--- src/rtl/jtvigil_snd_if.sv ---
// ============================================================================
//  Module      : jtvigil_snd_if
//  Description : Main-to-sound CPU latch pair, interrupt logic and optional
//                sample ROM address counter (enabled by JTVIGIL_SAMPLE_EN).
//  Revision    : 1.0
// ============================================================================
`default_nettype none

module jtvigil_snd_if (
    input  logic        clk,
    input  logic        rst_n,
    input  logic [7:0]  main_dout,
    input  logic        snd_latch0_cs,
    input  logic        snd_latch1_cs,
    input  logic        snd_int,
    input  logic        sres_b,
    input  logic        snd_cen,
    input  logic [7:0]  snd_dout,
    input  logic        lat0_rd,
    input  logic        lat1_rd,
    input  logic        irq_ack,
    input  logic        ym_irq_n,
    input  logic        smp_lo_we,
    input  logic        smp_hi_we,
    input  logic        smp_inc,
    output logic [7:0]  snd_din,
    output logic        int_n,
    output logic [7:0]  int_vec,
    output logic [1:0]  pend,
    output logic [15:0] smp_addr
);

    localparam logic [7:0] c_IDLE_BUS = 8'hFF;

    logic [7:0] latch0_q, latch0_d;
    logic [7:0] latch1_q, latch1_d;
    logic [1:0] pend_q,   pend_d;
    logic       snd_int_q;
    logic       int_n_q,  int_n_d;
    logic       w_int_rise;

    assign w_int_rise = snd_int & ~snd_int_q;

    always_comb begin
        latch0_d = snd_latch0_cs ? main_dout : latch0_q;
        latch1_d = snd_latch1_cs ? main_dout : latch1_q;
        // Set terms come last so a same-cycle set beats the clear
        pend_d   = pend_q;
        if (irq_ack && snd_cen) pend_d[0] = 1'b0;
        if (lat1_rd && snd_cen) pend_d[1] = 1'b0;
        if (snd_latch0_cs || w_int_rise) pend_d[0] = 1'b1;
        if (snd_latch1_cs) pend_d[1] = 1'b1;
        if (!sres_b) pend_d = 2'b00;
        int_n_d  = sres_b ? ~(pend_q[0] | ~ym_irq_n) : 1'b1;
    end

    always_ff @(posedge clk) begin
        if (!rst_n) begin
            latch0_q  <= 8'h00;
            latch1_q  <= 8'h00;
            pend_q    <= 2'b00;
            snd_int_q <= 1'b0;
            int_n_q   <= 1'b1;
        end else begin
            latch0_q  <= latch0_d;
            latch1_q  <= latch1_d;
            pend_q    <= pend_d;
            snd_int_q <= snd_int;
            int_n_q   <= int_n_d;
        end
    end

    always_comb begin
        if (lat0_rd)      snd_din = latch0_q;
        else if (lat1_rd) snd_din = latch1_q;
        else              snd_din = c_IDLE_BUS;
    end

    // RST vector: bit 5 low for the latch source, bit 4 low for the FM chip
    assign int_vec = {2'b11, ~pend_q[0], ym_irq_n, 4'hF};
    assign int_n   = int_n_q;
    assign pend    = pend_q;

`ifdef JTVIGIL_SAMPLE_EN
    logic [15:0] smp_addr_q, smp_addr_d;

    always_comb begin
        smp_addr_d = smp_addr_q;
        if (snd_cen) begin
            if (smp_lo_we || smp_hi_we) begin
                if (smp_lo_we) smp_addr_d[7:0]  = snd_dout;
                if (smp_hi_we) smp_addr_d[15:8] = snd_dout;
            end else if (smp_inc) begin
                smp_addr_d = smp_addr_q + 16'd1;
            end
        end
        if (!sres_b) smp_addr_d = 16'h0000;
    end

    always_ff @(posedge clk) begin
        if (!rst_n) smp_addr_q <= 16'h0000;
        else        smp_addr_q <= smp_addr_d;
    end

    assign smp_addr = smp_addr_q;
`else
    logic w_unused;
    assign w_unused = &{1'b0, smp_lo_we, smp_hi_we, smp_inc, snd_dout};
    assign smp_addr = 16'h0000;
`endif

endmodule

`default_nettype wire

--- config.mk ---
export PLATFORM = sky130hd
export DESIGN_NAME = jtvigil_snd_if
export DESIGN_NICKNAME = d
export VERILOG_FILES = /design/src/rtl/jtvigil_snd_if.sv
export SDC_FILE = /design/constraint.sdc
export NUM_CORES = 1
export LEC_CHECK = 0
export BUFFER_PORTS_ARGS = -buffer_cell sky130_fd_sc_hd__buf_2
export CORE_ASPECT_RATIO = 1.4
export CORE_UTILIZATION = 42
export CTS_CLUSTER_SIZE = 12
export DETAILED_ROUTE_END_ITERATION = 6
export PLACE_DENSITY = 0.78
export SLEW_MARGIN = 25
export SYNTH_ARGS = -nofsm -noshare
export SYNTH_HDL_FRONTEND = slang
export SYNTH_SLANG_ARGS = --single-unit
--- constraint.sdc ---
create_clock -name clk -period 1.17 [get_ports clk]
set_clock_uncertainty 0.2 [all_clocks]
set_input_delay 0.1755 -clock clk [delete_from_list [all_inputs] [get_ports clk]]
set_output_delay 0.1755 -clock clk [all_outputs]
set_load 0.02 [all_outputs]
## Yosys cells after proc, flatten, opt, wreduce, memory -nomap -nowiden

Cells that the tools add are included.

| word-level totals | value |
|---|---|
| flip-flop bits (word level) | 20 |
| output and inout port bits | 35 |

| cells by class | value |
|---|---|
| multiplexer cells | 6 |
| bitwise gates (word level) | 6 |
| reduce and logical (&&, ||, !) cells | 6 |

Operators with widths:

| cell | number |
|---|---|
| 2-to-1 mux 8 bit | 2 |
| 2-to-1 mux 1 bit | 4 |
| NOT 1 bit | 4 |
| nonzero test 2 bit | 2 |
| logical AND 1 bit | 2 |
| AND reduction 2 bit | 1 |
| bitwise AND 1 bit | 1 |
| logical OR 1 bit | 1 |
| bitwise OR 1 bit | 1 |

## Depth between registers and ports, before layout

Gate-level depths: netlist (run 1).

| logic depth | value |
|---|---|
| depth after elaboration | 4 |
| mapped depth | 4 |
| depth with buffers taken out | 2 |

## Worst setup path after synthesis (run 1)

Ideal clock, no wire load.

| path | value |
|---|---|
| kind | in2out |
| from | input lat0_rd |
| to | output snd_din[0] |
| arrival | 0.777 ns |
| slack | 0.017 ns |
| stages | 3 |
| path buffers | 2 |
| cells stage by stage | buf_6 -> buf_6 -> a21oi_1 |

| on the way | value |
|---|---|
| word-level cells in the longest chain between the ends | 1 |

Ends and longest elaborated chain:

| what | line | RTL |
|---|---|---|
| from (decl) | 19 | `input logic lat0_rd,` |
| 2-to-1 mux 8 bit | 74 | `if (lat0_rd) snd_din = latch0_q;` |
| to (decl) | 26 | `output logic [7:0] snd_din,` |

No other way between the ends.

## Worst setup path after layout (run 1)

| path | value |
|---|---|
| from | register latch1_q[1] |
| to | output snd_din[1] |

| on the way | value |
|---|---|
| word-level cells in the longest chain between the ends | 2 |

Ends and longest elaborated chain:

| what | line | RTL |
|---|---|---|
| from (decl) | 36 | `logic [7:0] latch1_q, latch1_d;` |
| from (signal assigned) | 66 | `latch1_q <= latch1_d;` |
| 2-to-1 mux 8 bit | 75 | `else if (lat1_rd) snd_din = latch1_q;` |
| 2-to-1 mux 8 bit | 74 |  |

No other way between the ends.

==> flow_metrics.py, run 1 <==
metrics = {
    "grt": {
        "grt_max_degree": 20,
        "grt_pass1_wl_um": 3174,
        "grt_pass1_vias": 792,
        "antenna_found_initial": 0,
        "gr-total-overflow": 0,
        "grt_use_total_pct": 15.93,
    },
    "drt": {
        "drt_iter0_markers": 12,
        "drtAntennaViolNets": 0,
        "drt_wl_total_um": 2112,
        "firstDrtPassIters": 4,
        "drc": 0,
        "vias": 810,
        "avgRoutedWirePerCell_um": 11.35,
        "routed_via_density": 4.355,
    },
    "yosys": {
        "ys_ff_latch": 20,
        "avgSynthCellArea_um2": 9.411,
        "ys_seq_area_share_pct": 36.99,
        "syn_area_um2": 1082,
        "yosysUniqueCellTypes": 15,
        "yosysWarnings": 0,
        "syn_inst": 115,
    },
    "power": {
        "seq_power_share_pct": 52.6,
        "power.density_nw_per_um2": 1054,
        "p_clk_share_pct": 21.5,
        "p_int_uw": 999.4,
        "leakagePower_uw": 0.0006361,
        "power.switching_uw": 420.7,
        "comb_power_share_pct": 25.9,
        "vdd_drop_max_mv": 0.9292,
        "swShare_pct": 29.63,
    },
    "clock_tree": {
        "cts_tree": "done",
        "clkLatencyLatePin_ns": 0.29,
        "root_buffer": "clkbuf_4",
        "cts.clk_slew.worst_paths_ns": 0.10,
        "cts_htree_levels": 1,
        "clkSinkCount": 20,
        "cts_buffer_depth": 2,
        "cts_buffers": 3,
    },
    "critical_path": {
        "start_kind": "flop",
        "slowest_delay_ns": 0.34,
        "cp.required_ns": 0.79,
        "slowest_stage": "dfxtp_2",
        "ff2ff_path_depth": 2,
        "path_class": "flop to output port",
        "cp_cell_sequence": "nor3b_2 > a21oi_1 > buf_4",
        "worstSetupEndpointType": "output port",
        "cp_max_fo": 2,
        "cp.arrival_ns": 1.09,
    },
    "timing": {
        "setup_viol": 9,
        "worst_slack_ns": -0.2942,
        "hold_viol": 0,
        "fin_crit_sh_pct": 125.1,
        "fin_crit_ns": 1.464,
        "rsz0062_at_grt": "true",
        "maxSlewViolCount": 0,
        "clock.fmax_mhz": 683.0,
    },
    "layout": {
        "layout_commonest_cell": "conb_1",
        "final_cells": 186,
        "n_antenna_cell": 0,
        "drive_gt1_share_pct": 33.55,
        "fin_nets": 184,
        "final_util_pct": 55.75,
        "syn_to_final_growth_pct": 24.51,
        "final_cell_mix": "22 x conb_1, 21 x buf_2, 17 x nor2b_1",
    },
    "status": {
        "violations": "setup timing",
        "status": "complete, but fails checks",
    },
    "die": {
        "initial_core_util_pct": 44.77,
        "die_h_um": 62.07,
        "coreArea_um2": 2417,
        "dieWidth_um": 44.90,
        "boundaryPins": 65,
        "dieArea_um2": 2787,
        "rows": 21,
    },
    "place": {
        "dp_cells": 172,
        "port_buffers": 31,
        "gp_congestion": 0.6755,
        "place_hpwl_um": 1414,
    },
    "job": {
        "max_cap_violations": 0,
    },
    "hold_path": {
        "min_path_type": "input port to flop",
        "holdPathStages": 2,
    },
}
==> critical path, delay by kind of cell, from the launching register on <==
| kind | cells | cell delay (ns) |
|---|---|---|
| AOI/OAI and AO/OA | 1 | 0.08 |
| buffers and inverters | 1 | 0.18 |
| DFF | 1 | 0.34 |
| and+or+nand+nor | 1 | 0.19 |
==> cell families (layout without fill, tap and decap cells) <==
family          Yosys count  in the layout  share of synthesized area (%)
compound gates           13             13                          7.630
mux                      16             16                          14.80
other cells               2             22                         0.6939
buf+inv                  37             54                          23.58
simple gates             27             27                          16.30
flops                    20             20                          36.99
==> final timing paths <==
| kind | startpoint | endpoint | slack (ns) |
|---|---|---|---|
| setup / recovery | latch1_q[1] | snd_din[1] | -0.29 |
| hold / removal | rst_n | pend[0] | 0.05 |
| setup reg to reg | pend[0] | pend[0] | 0.08 |
| hold reg to reg | pend[0] | int_n | 0.32 |
==> synth_stat cells (all sizes together) <==
cell | instances | area, um^2
a21boi | 2 | 15.01
a21o | 1 | 7.510
a21oi | 8 | 40.04
and2 | 1 | 6.260
buf | 28 | 221.5
conb | 2 | 7.510
dfxtp | 20 | 400.4
inv | 9 | 33.78
mux2i | 16 | 160.2
nand2 | 1 | 3.750
nor2b | 17 | 106.4
nor3b | 8 | 60.06
o21ba | 1 | 10.01
o311a | 1 | 10.01
==> cell type report <==
type / instances / area, um^2
Inverter: 9 / 33.78
Sequential cell: 20 / 410.4
Clock buffer: 3 / 22.52
Timing Repair Buffer: 42 / 301.5
Fill cell: 241 / 1070
Tap cell: 34 / 42.54
Multi-Input combinational cell: 78 / 536.8
==> per-layer routing <==
layer,wire (um),global-route usage (%)
met5,0,0
met4,53,10.82
met3,131,1.156
met2,1089,29.20
met1,839,17.29
==> through the flow <==
stage	hold slack, ns	cell area, um^2	power (uW)	TNS (ns)	setup WS, ns
floorplan	0.08941	1157	1044	0	0.01747
global placement	0.1864	1134	1054	-0.1949	-0.03442
detailed placement	0.1950	1134	1068	-0.3508	-0.1012
CTS	0.03976	1296	1407	-1.950	-0.2653
global route	0.04484	1348	1511	-2.350	-0.3033
finish	0.04704	1348	1420	-1.733	-0.2942
==> power by group through the flow <==
| stage | clock [uW] | combinational [uW] | sequential (uW) |
|---|---|---|---|
| 3_5_place_dp | 0 | 312 | 755 |
| 4_1_cts | 314 | 352 | 742 |
| 6_report | 305 | 368 | 747 |
| 2_1_floorplan | 0 | 287 | 757 |
| 3_3_place_gp | 0 | 303 | 752 |
| 5_1_grt | 361 | 399 | 751 |
==> sequential cells by signal, indices dropped and copies added, names as in the netlist <==
register / cells
latch0_q: 8
latch1_q: 8
pend: 2
int_n: 1
snd_int_q: 1
==> timing repair <==
| action | in CTS | in global routing |
|---|---|---|
| hold buffers | 11 | 0 |
| endpoints found under the setup margin | 11 | 12 |
| pin swaps | 2 | 4 |
| endpoints found under the hold margin | 19 | 0 |
| setup buffers | 0 | 0 |
| gates resized for setup | 12 | 17 |
(Power assumes the default switching activity.)
==> run 2: changes to the inputs <==
--- a/config.mk
+++ b/config.mk
@@ -7,6 +7,7 @@
 export LEC_CHECK = 0
 export BUFFER_PORTS_ARGS = -buffer_cell sky130_fd_sc_hd__buf_2
 export CORE_ASPECT_RATIO = 1.4
+export CORE_MARGIN = 2
 export CORE_UTILIZATION = 42
 export CTS_CLUSTER_SIZE = 12
 export DETAILED_ROUTE_END_ITERATION = 6
==> flow_metrics.py, run 2 (synthesis results as in run 1) <==
metrics = {
    "status": {
        "status": "complete, but fails checks",
        "violations": "setup timing",
    },
    "die": {
        "boundaryPins": 65,
        "rows": 21,
        "dieArea_um2": 3005,
        "dieWidth_um": 46.90,
        "initial_core_util_pct": 44.77,
        "die_h_um": 64.07,
        "coreArea_um2": 2417,
    },
    "layout": {
        "layout_commonest_cell": "conb_1",
        "n_antenna_cell": 0,
        "fin_nets": 186,
        "final_cell_mix": "22 x conb_1, 19 x buf_2, 17 x nor2b_1",
        "syn_to_final_growth_pct": 26.71,
        "final_cells": 188,
        "drive_gt1_share_pct": 36.36,
    },
    "place": {
        "port_buffers": 31,
        "dp_cells": 172,
        "place_hpwl_um": 1467,
        "gp_congestion": 0.6594,
    },
    "timing": {
        "rsz0062_at_grt": "true",
        "hold_viol": 0,
        "fin_crit_sh_pct": 121.3,
        "maxSlewViolCount": 0,
        "fin_crit_ns": 1.419,
        "setup_viol": 9,
        "worst_slack_ns": -0.2495,
        "clock.fmax_mhz": 704.5,
        "tns_ns": -1.760,
    },
    "critical_path": {
        "start_kind": "flop",
        "r2r-start": "pend[0]",
        "cp.required_ns": 0.79,
        "worstSetupEndpointType": "output port",
        "slowest_stage": "dfxtp_2",
        "path_class": "flop to output port",
        "slowest_delay_ns": 0.34,
        "crit_start": "latch1_q[0]",
        "cp_cell_sequence": "nor3b_2 > a21oi_1 > buf_4",
        "cp_max_fo": 2,
        "cp.arrival_ns": 1.04,
    },
    "clock_tree": {
        "cts.clk_slew.worst_paths_ns": 0.10,
        "clkLatencyLatePin_ns": 0.28,
        "cts_buffer_depth": 2,
        "cts_tree": "done",
        "cts_buffers": 3,
        "cts_htree_levels": 1,
        "root_buffer": "clkbuf_4",
        "clkSinkCount": 20,
    },
    "grt": {
        "antenna_found_initial": 0,
        "gr-total-overflow": 0,
        "grt_pass1_vias": 853,
        "grt_use_total_pct": 16.07,
        "grt_max_degree": 20,
        "grt_pass1_wl_um": 3622,
    },
    "hold_path": {
        "hold_start": "rst_n",
        "min_path_type": "input port to flop",
    },
    "power": {
        "comb_power_share_pct": 26.4,
        "p_int_uw": 1008,
        "leakagePower_uw": 0.0006495,
        "power.density_nw_per_um2": 1047,
        "power.switching_uw": 428.5,
        "vdd_drop_max_mv": 0.6739,
        "swShare_pct": 29.83,
        "p_clk_share_pct": 21.5,
        "power_uw": 1436,
        "seq_power_share_pct": 52.1,
    },
    "drt": {
        "route.met3.wl_um": 137,
        "drc": 0,
        "wl_met1_um": 876,
        "drt_iter0_markers": 15,
        "firstDrtPassIters": 4,
        "drt_wl_total_um": 2235,
        "drtAntennaViolNets": 0,
        "avgRoutedWirePerCell_um": 11.89,
        "routed_via_density": 4.484,
        "vias": 843,
        "wl_met2_um": 1196,
        "top_layer_used": "met4",
    },
    "job": {
        "max_cap_violations": 0,
    },
}
[run 2: cell count changes in the layout (fill, tap and decap cells not counted)]
cell     delta
buf_4       +5
buf_2       -2
dfxtp_1     -2
dfxtp_2     +2
buf_6       -1
nor3b_1     -1
nor3b_2     +1
[run 2: cell type report]
type	instances	area, um^2
sequential	20	412.9
fill	231	1046
inverter	9	33.78
clock buffer	3	22.52
tap	34	42.54
timing repair buffer	44	317.8
multi-input combinational	78	541.8
[run 2: final timing paths]
kind | endpoint | slack, ns | depth (start not counted)
min | pend[0] | 0.04 | 2
max | snd_din[0] | -0.25 | 3
min reg2reg | latch1_q[4] | 0.33 | 2
max reg2reg | pend[0] | 0.08 | 2
[run 2: worst max-delay path, delay by kind of cell (launching register included)]
family                 cells  cell delay (ns)
AOI/OAI and AO/OA          1             0.07
DFF                        1             0.34
and+or+nand+nor            1             0.18
buffers and inverters      1             0.18
[run 2: per-layer routing]
layer | track usage [%] | vias to the layer above
met3 | 1.977 | 4
met1 | 18.56 | 389
li1 | - | 406
met4 | 5.556 | 0
met5 | 0 | -
met2 | 28.60 | 44
[run 2: power groups by stage]
stage	sequential (uW)	combinational [uW]	clock, uW
2_1_floorplan	757	287	0
3_3_place_gp	752	304	0
3_5_place_dp	755	312	0
4_1_cts	747	369	315
5_1_grt	753	412	340
6_report	748	380	309
[run 2: timing repair]
item / in CTS / in global routing
buffers inserted: 0 / 2
gates resized for setup: 30 / 3
pin swaps: 7 / 3
endpoints found under the hold margin: 18 / 0
cloned: 0 / 0
hold buffers: 11 / 0
setup endpoints to repair: 10 / 12
[run 2: metrics by stage]
step / utilization [%] / worst slack [ns] / cell area (um^2) / hold slack (ns)
after floorplan: - / 0.01747 / 1157 / 0.08941
after global placement: 46.89 / -0.06423 / 1134 / 0.1876
after detailed placement: 46.89 / -0.07902 / 1134 / 0.1914
after CTS: 55.85 / -0.2291 / 1350 / 0.03458
after global routing: 56.73 / -0.2869 / 1371 / 0.05375
final: 56.73 / -0.2495 / 1371 / 0.03614
